$ cat config.mk
export PLATFORM = sky130hd
export DESIGN_NAME = rf_loader_flat
export DESIGN_NICKNAME = d
export VERILOG_FILES = /design/src/rtl/mips_pkg.sv /design/src/rtl/rf_loader_if.sv /design/src/rtl/rf_loader.sv /design/src/flat_wrapper.sv
export SDC_FILE = /design/constraint.sdc
export NUM_CORES = 1
export LEC_CHECK = 0
export BUFFER_PORTS_ARGS = -buffer_cell sky130_fd_sc_hd__buf_2
export CORE_MARGIN = 4
export CORE_UTILIZATION = 51
export DETAILED_ROUTE_END_ITERATION = 8
export PLACE_DENSITY = 0.86
export SKIP_CTS_REPAIR_TIMING = 1
export SYNTH_ARGS = -nofsm -noshare
export SYNTH_HDL_FRONTEND = slang
export SYNTH_SLANG_ARGS = --single-unit
$ cat constraint.sdc
create_clock -name clk -period 2.8 [get_ports clk]
set_input_delay 0.42 -clock clk [delete_from_list [all_inputs] [get_ports clk]]
set_output_delay 0.42 -clock clk [all_outputs]
set_load 0.02 [all_outputs]
$ cat src/rtl/mips_pkg.sv
`default_nettype none
// ============================================================================
//  Module      : mips_pkg
//  Description : Shared register-file widths and the loader state encoding.
//  Revision    : 1.0 - initial release
// ============================================================================
package mips_pkg;

    localparam int DATA_W   = 32;
    localparam int ADDR_W   = 5;
    localparam int NUM_REGS = 32;

    typedef enum logic [1:0] {
        IDLE      = 2'd0,
        LOAD      = 2'd1,
        DRAIN     = 2'd2,
        DONE_ZERO = 2'd3
    } rf_loader_state_t;

endpackage
`default_nettype wire

$ cat src/rtl/rf_loader_if.sv
`default_nettype none
// ============================================================================
//  Module      : rf_loader_if
//  Description : Valid/ready word stream feeding the register-file loader.
//  Revision    : 1.0 - initial release
// ============================================================================
interface rf_loader_if #(
    parameter int DATA_W = 32
);
    logic [DATA_W-1:0] in_data;
    logic              in_valid;
    logic              in_ready;

    modport master (
        output in_data,
        output in_valid,
        input  in_ready
    );

    modport slave (
        input  in_data,
        input  in_valid,
        output in_ready
    );
endinterface
`default_nettype wire

$ cat src/rtl/rf_loader.sv
`default_nettype none
// ============================================================================
//  Module      : rf_loader
//  Description : Boot/debug loader that owns the register-file write port
//                while streaming words into consecutive registers, and
//                passes CPU writeback straight through while idle.
//  Revision    : 1.0 - initial release
// ============================================================================
module rf_loader
    import mips_pkg::*;
#(
    parameter int DATA_W = mips_pkg::DATA_W,
    parameter int ADDR_W = mips_pkg::ADDR_W
) (
    input  logic              clk,
    input  logic              rst_n,
    input  logic              start,
    input  logic [ADDR_W-1:0] first_reg,
    input  logic [ADDR_W:0]   count,
    rf_loader_if.slave        stream,
    input  logic [ADDR_W-1:0] cpu_writereg,
    input  logic [DATA_W-1:0] cpu_writedata,
    input  logic              cpu_write,
    output logic [ADDR_W-1:0] writereg,
    output logic [DATA_W-1:0] writedata,
    output logic              write,
    output logic              busy,
    output logic              done,
    output logic              cpu_conflict
);

    localparam logic [ADDR_W-1:0] IDX_ONE = 1;
    localparam logic [ADDR_W:0]   REM_ONE = 1;

    rf_loader_state_t  state_q;
    rf_loader_state_t  state_d;

    logic [ADDR_W-1:0] idx;
    logic [ADDR_W:0]   remaining;
    logic [ADDR_W-1:0] wr_q;
    logic [DATA_W-1:0] wd_q;
    logic              we_q;

    logic              in_ready;
    logic              accept;
    logic              load_go;
    logic              block_cpu;

    // A non-empty load request is only honoured from IDLE; count==0 takes the DONE_ZERO path.
    assign load_go         = (state_q == IDLE) && start && (count != '0);
    assign accept          = in_ready && stream.in_valid;
    assign stream.in_ready = in_ready;

    // Next-state selection and per-state control outputs.
    always_comb begin
        state_d   = state_q;
        in_ready  = 1'b0;
        busy      = 1'b0;
        done      = 1'b0;
        block_cpu = 1'b0;
        case (state_q)
            IDLE: begin
                if (start) begin
                    state_d = (count == '0) ? DONE_ZERO : LOAD;
                end
            end
            LOAD: begin
                in_ready = 1'b1;
                busy     = 1'b1;
                if (stream.in_valid && (remaining == REM_ONE)) begin
                    state_d = DRAIN;
                end
            end
            DRAIN: begin
                busy    = 1'b1;
                done    = 1'b1;
                state_d = IDLE;
            end
            DONE_ZERO: begin
                done      = 1'b1;
                block_cpu = 1'b1;
                state_d   = IDLE;
            end
            default: begin
                state_d = IDLE;
            end
        endcase
    end

    // State register.
    always_ff @(posedge clk) begin
        if (!rst_n) begin
            state_q <= IDLE;
        end else begin
            state_q <= state_d;
        end
    end

    // Index/remaining counters and the one-deep write staging register.
    always_ff @(posedge clk) begin
        if (!rst_n) begin
            idx       <= '0;
            remaining <= '0;
            wr_q      <= '0;
            wd_q      <= '0;
            we_q      <= 1'b0;
        end else begin
            we_q <= accept;
            if (load_go) begin
                idx       <= first_reg;
                remaining <= count;
            end else if (accept) begin
                wr_q      <= idx;
                wd_q      <= stream.in_data;
                idx       <= idx + IDX_ONE;      // 31 wraps naturally to 0
                remaining <= remaining - REM_ONE;
            end
        end
    end

    // Sticky flag for CPU writes dropped while the loader owned the port.
    always_ff @(posedge clk) begin
        if (!rst_n) begin
            cpu_conflict <= 1'b0;
        end else if (load_go) begin
            cpu_conflict <= 1'b0;
        end else if (busy && cpu_write) begin
            cpu_conflict <= 1'b1;
        end
    end

    // Write-port mux: loader staging while busy, CPU pass-through otherwise.
    always_comb begin
        if (busy) begin
            write     = we_q;
            writereg  = wr_q;
            writedata = wd_q;
        end else begin
            write     = cpu_write && !block_cpu;
            writereg  = cpu_writereg;
            writedata = cpu_writedata;
        end
    end

endmodule
`default_nettype wire

$ cat src/flat_wrapper.sv
// flat-port wrapper written by rule: the top's interface ports become plain ports
module rf_loader_flat import mips_pkg::*;
#(
    parameter int DATA_W = mips_pkg::DATA_W,
    parameter int ADDR_W = mips_pkg::ADDR_W
)
  (clk, rst_n, start, first_reg, count, cpu_writereg, cpu_writedata, cpu_write, writereg, writedata, write, busy, done, cpu_conflict, stream_in_data, stream_in_valid, stream_in_ready);
  rf_loader_if #(.DATA_W(DATA_W)) stream_i ();
  input  logic clk;
  input  logic rst_n;
  input  logic start;
  input  logic [ADDR_W-1:0] first_reg;
  input  logic [ADDR_W:0] count;
  input  logic [ADDR_W-1:0] cpu_writereg;
  input  logic [DATA_W-1:0] cpu_writedata;
  input  logic cpu_write;
  output logic [ADDR_W-1:0] writereg;
  output logic [DATA_W-1:0] writedata;
  output logic write;
  output logic busy;
  output logic done;
  output logic cpu_conflict;
  input wire logic [$bits(stream_i.in_data)-1:0] stream_in_data;
  input wire logic [$bits(stream_i.in_valid)-1:0] stream_in_valid;
  output wire logic [$bits(stream_i.in_ready)-1:0] stream_in_ready;
  assign stream_i.in_data = stream_in_data;
  assign stream_i.in_valid = stream_in_valid;
  assign stream_in_ready = stream_i.in_ready;
  rf_loader #(.DATA_W(DATA_W), .ADDR_W(ADDR_W)) u_core (.clk(clk), .rst_n(rst_n), .start(start), .first_reg(first_reg), .count(count), .stream(stream_i), .cpu_writereg(cpu_writereg), .cpu_writedata(cpu_writedata), .cpu_write(cpu_write), .writereg(writereg), .writedata(writedata), .write(write), .busy(busy), .done(done), .cpu_conflict(cpu_conflict));
endmodule
==> impl_results.md <==
- Initial Util: 0.535
- Hold path start: stream_in_data[24]
- Vias: about 2500
- Leading area contributor after synthesis: dfxtp_1
- Critical path class: reg -> out
- Most common cell after layout, fill and taps aside: buf_2
- WL/cell: 13.5 um
- Global Route Usage Sum: 0.182
- RSZ-0062 raised after global routing: false
- Tot Pwr: 2.33 mW
- Crit Path Max Fanout: 28
- Setup TNS: 0 ns
- Row count: 26
- CP startpoint kind: register
- P_leak: 1.54 nW
- CTS Sinks: 52
- Die area: 6670 um2
- CTS tree: done
- Top cells by area, synth: dfxtp_1 (38%), mux2_2 (15%), mux2i_1 (13%), nand2_1 (11%), ha_1 (3.2%)
- Crit Reg-Reg Endpoint: u_core.wd_q[31]$_SDFFE_PN0P_
- CTS max path bufs: 2
- Io pins: 127
- Fmax achieved: about 390 MHz
- WP data required: around 2.4 ns
- Top-area cell type share of the netlist area: 0.376
- Placement Setup Slack: 0.490 ns
- GP Congestion: 0.810
- Area growth syn-to-layout: 25.9%
- Initial antenna violation count: 0
- Final global-route overflow total: 0
- Final hold violation count: 0
- Final wirelength: 6540 um
- Worst path slowest cell: ha_2
- Flop2flop setup slack: 0.72 ns
- Library cells used by synthesis: 33
- Slew Limit Headroom: 0.574
- Worst-path clk slew: about 0.10 ns
- Worst Hold Class: in -> reg
- TritonRoute pass-1 iters: 4
- Ant diodes: 0
- Power per standard cell area: 667 nW/um2
- Post-Syn Area: 2770 um2
- Worst setup margin: approximately 0.23 ns
- Worst path max stage delay: 0.60 ns
- Synthesized flop and latch total: 52
- Maximum VDD drop: 0.000442 V
- Status: finished clean
- Share of layout cells above drive strength 1: 0.432
- Vias/cell: ~5.1
- Worst path arrival time: 2.15 ns
- Vias in the first global route: 2246
- Max Slew Vio Count: 0
- Post-layout nets: 505
- CP Cell Sequence: inv_1, ha_2, buf_12, mux2_2, buf_2
- Die H: around 82 um
- Detailed placement HPWL: 5040 um
- Worst slew pin tran: ~0.64 ns
- Reg2reg start: u_core.state_q[1]$_SDFFE_PN0P_
- DR iter-0 viols: between 80 and 90
- H-tree level count: 2
- Placed cells: 476
- Most frequent cells in the layout: buf_2 (126), nand2_1 (81), dfxtp_1 (52)
- First-pass GRT wire length: 9520 um
- Largest net degree at the start of global routing: 51
- Reg2reg path depth: 5
- Filler cells: approximately 440
- Synthesized instance count: approximately 300
- Die X: 81.7 um
- Final ANT Viol Nets: 0
- Clock Skew: about 0.0055 ns
- Mean Syn Cell Area: 9.32 um2
- Critical Path Sink Type: output pin
- Synth Warn #: 0
- Core area: around 5200 um2
- # port buffers: 126
- Setup violators final: 0
- Hold-critical path depth: 3
- Number of remaining DRC errors: 0
- Finished Core Util: 0.674
- Period utilization: 0.919
- Clock Tree Root: clkbuf_8
- Tmin final: 2.57 ns
- Syn Nets: 389
- Endpoint, Worst Hold: u_core.wd_q[24]$_SDFFE_PN0P_
- Max-cap violations: 0
- CTS buffer count: 5
- Clk_lat worst skew: 0.30 ns
- Final Instance Count excl. Fillers: roughly 480
- Register area share after synthesis: 0.376
[area by class of cell]
type | count | area, um2 | share of cell area
flip-flops and latches | 52 | 1040 | 0.299
repair buffers | 129 | 678 | 0.195
multi-input cells | 219 | 1570 | 0.449
clock inverters | 3 | 22.5 | 0.00646
inverters | 6 | 22.5 | 0.00646
well taps | 70 | 87.6 | 0.0251
clock buffers | 5 | 68.8 | 0.0197
[worst max-delay path: cells and delay by family, from the launching register on]
kind | cells | cell delay, ns
adders and majority gates | 1 | 0.60
buffers and inverters | 3 | 0.50
DFF | 1 | 0.39
muxes | 1 | 0.36
[state kept, by name (all words and copies together) (netlist names)]
name and cells:
u_core.idx 5, u_core.wd_q 32, u_core.remaining 6, u_core.we_q 1, u_core.cpu_conflict 1, u_core.wr_q 5, u_core.state_q 2
[synth_stat cells]
master     n
nor4_1     3
nor2_1     8
a21oi_1    9
buf_12     4
or4_4      1
a311oi_1   2
inv_1      5
and2_1     1
buf_2      1
buf_1      2
or2_2      1
ha_1       7
o31ai_1    1
mux2i_1   37
mux2_2    37
a211oi_1   3
xor2_1     3
a32oi_1    2
nand2b_1   1
nor3_1     1
nand2_1   81
nand4_1    3
clkbuf_1  13
clkinv_1   1
and2_4     1
or3_1      1
dfxtp_1   52
nand3_1    2
o311ai_4   1
a22o_1     1
o211ai_1   1
xnor2_1    6
o21ai_0    5
[cell families after synthesis]
group	count (synthesis)	synth area share
and+or+nand+nor	104	0.156
muxes	74	0.284
DFF	52	0.376
buffers and inverters	26	0.0592
AOI/OAI and AO/OA	25	0.0642
xor gates and xnor gates	9	0.0285
adders and majority gates	7	0.0316
[power breakdown]
part           internal [mW]  leakage, nW  switching, mW
clock                  0.179       0.0485          0.248
sequential             0.805        0.423         0.0501
combinational          0.470         1.07          0.573
total                   1.45         1.54          0.871
[per-layer routing]
| metal | up-vias | global-route usage | wire length, um | part of all wire |
|---|---|---|---|---|
| li1 | 1250 | - | - | - |
| met5 | - | 0 | 0 | 0 |
| met1 | 1138 | 0.202 | 2610 | 0.40 |
| met2 | 75 | 0.349 | 3410 | 0.52 |
| met4 | 0 | 0.0432 | 44 | 0.0067 |
| met3 | 5 | 0.0384 | 468 | 0.072 |
[per-stage QoR]
step | area [um2] | hold slack (ns)
finish | 3490 | 0.350
CTS | 3490 | 0.340
global placement | 3390 | 0.438
floorplan | 2770 | 0.431
detailed placement | 3390 | 0.449
global route | 3490 | 0.342
[worst max path at each step]
stage | startpoint | end
after global routing | u_core.state_q[1]$_SDFFE_PN0P_ | writereg[1]
after detailed placement | count[1] | u_core.wd_q[17]$_SDFFE_PN0P_
final | u_core.state_q[1]$_SDFFE_PN0P_ | writedata[2]
after global placement | count[1] | u_core.wd_q[13]$_SDFFE_PN0P_
after floorplan | u_core.state_q[0]$_SDFFE_PN0P_ | writedata[10]
after CTS | u_core.state_q[1]$_SDFFE_PN0P_ | writedata[2]
Note: power is estimated with default switching activity, not from simulation.
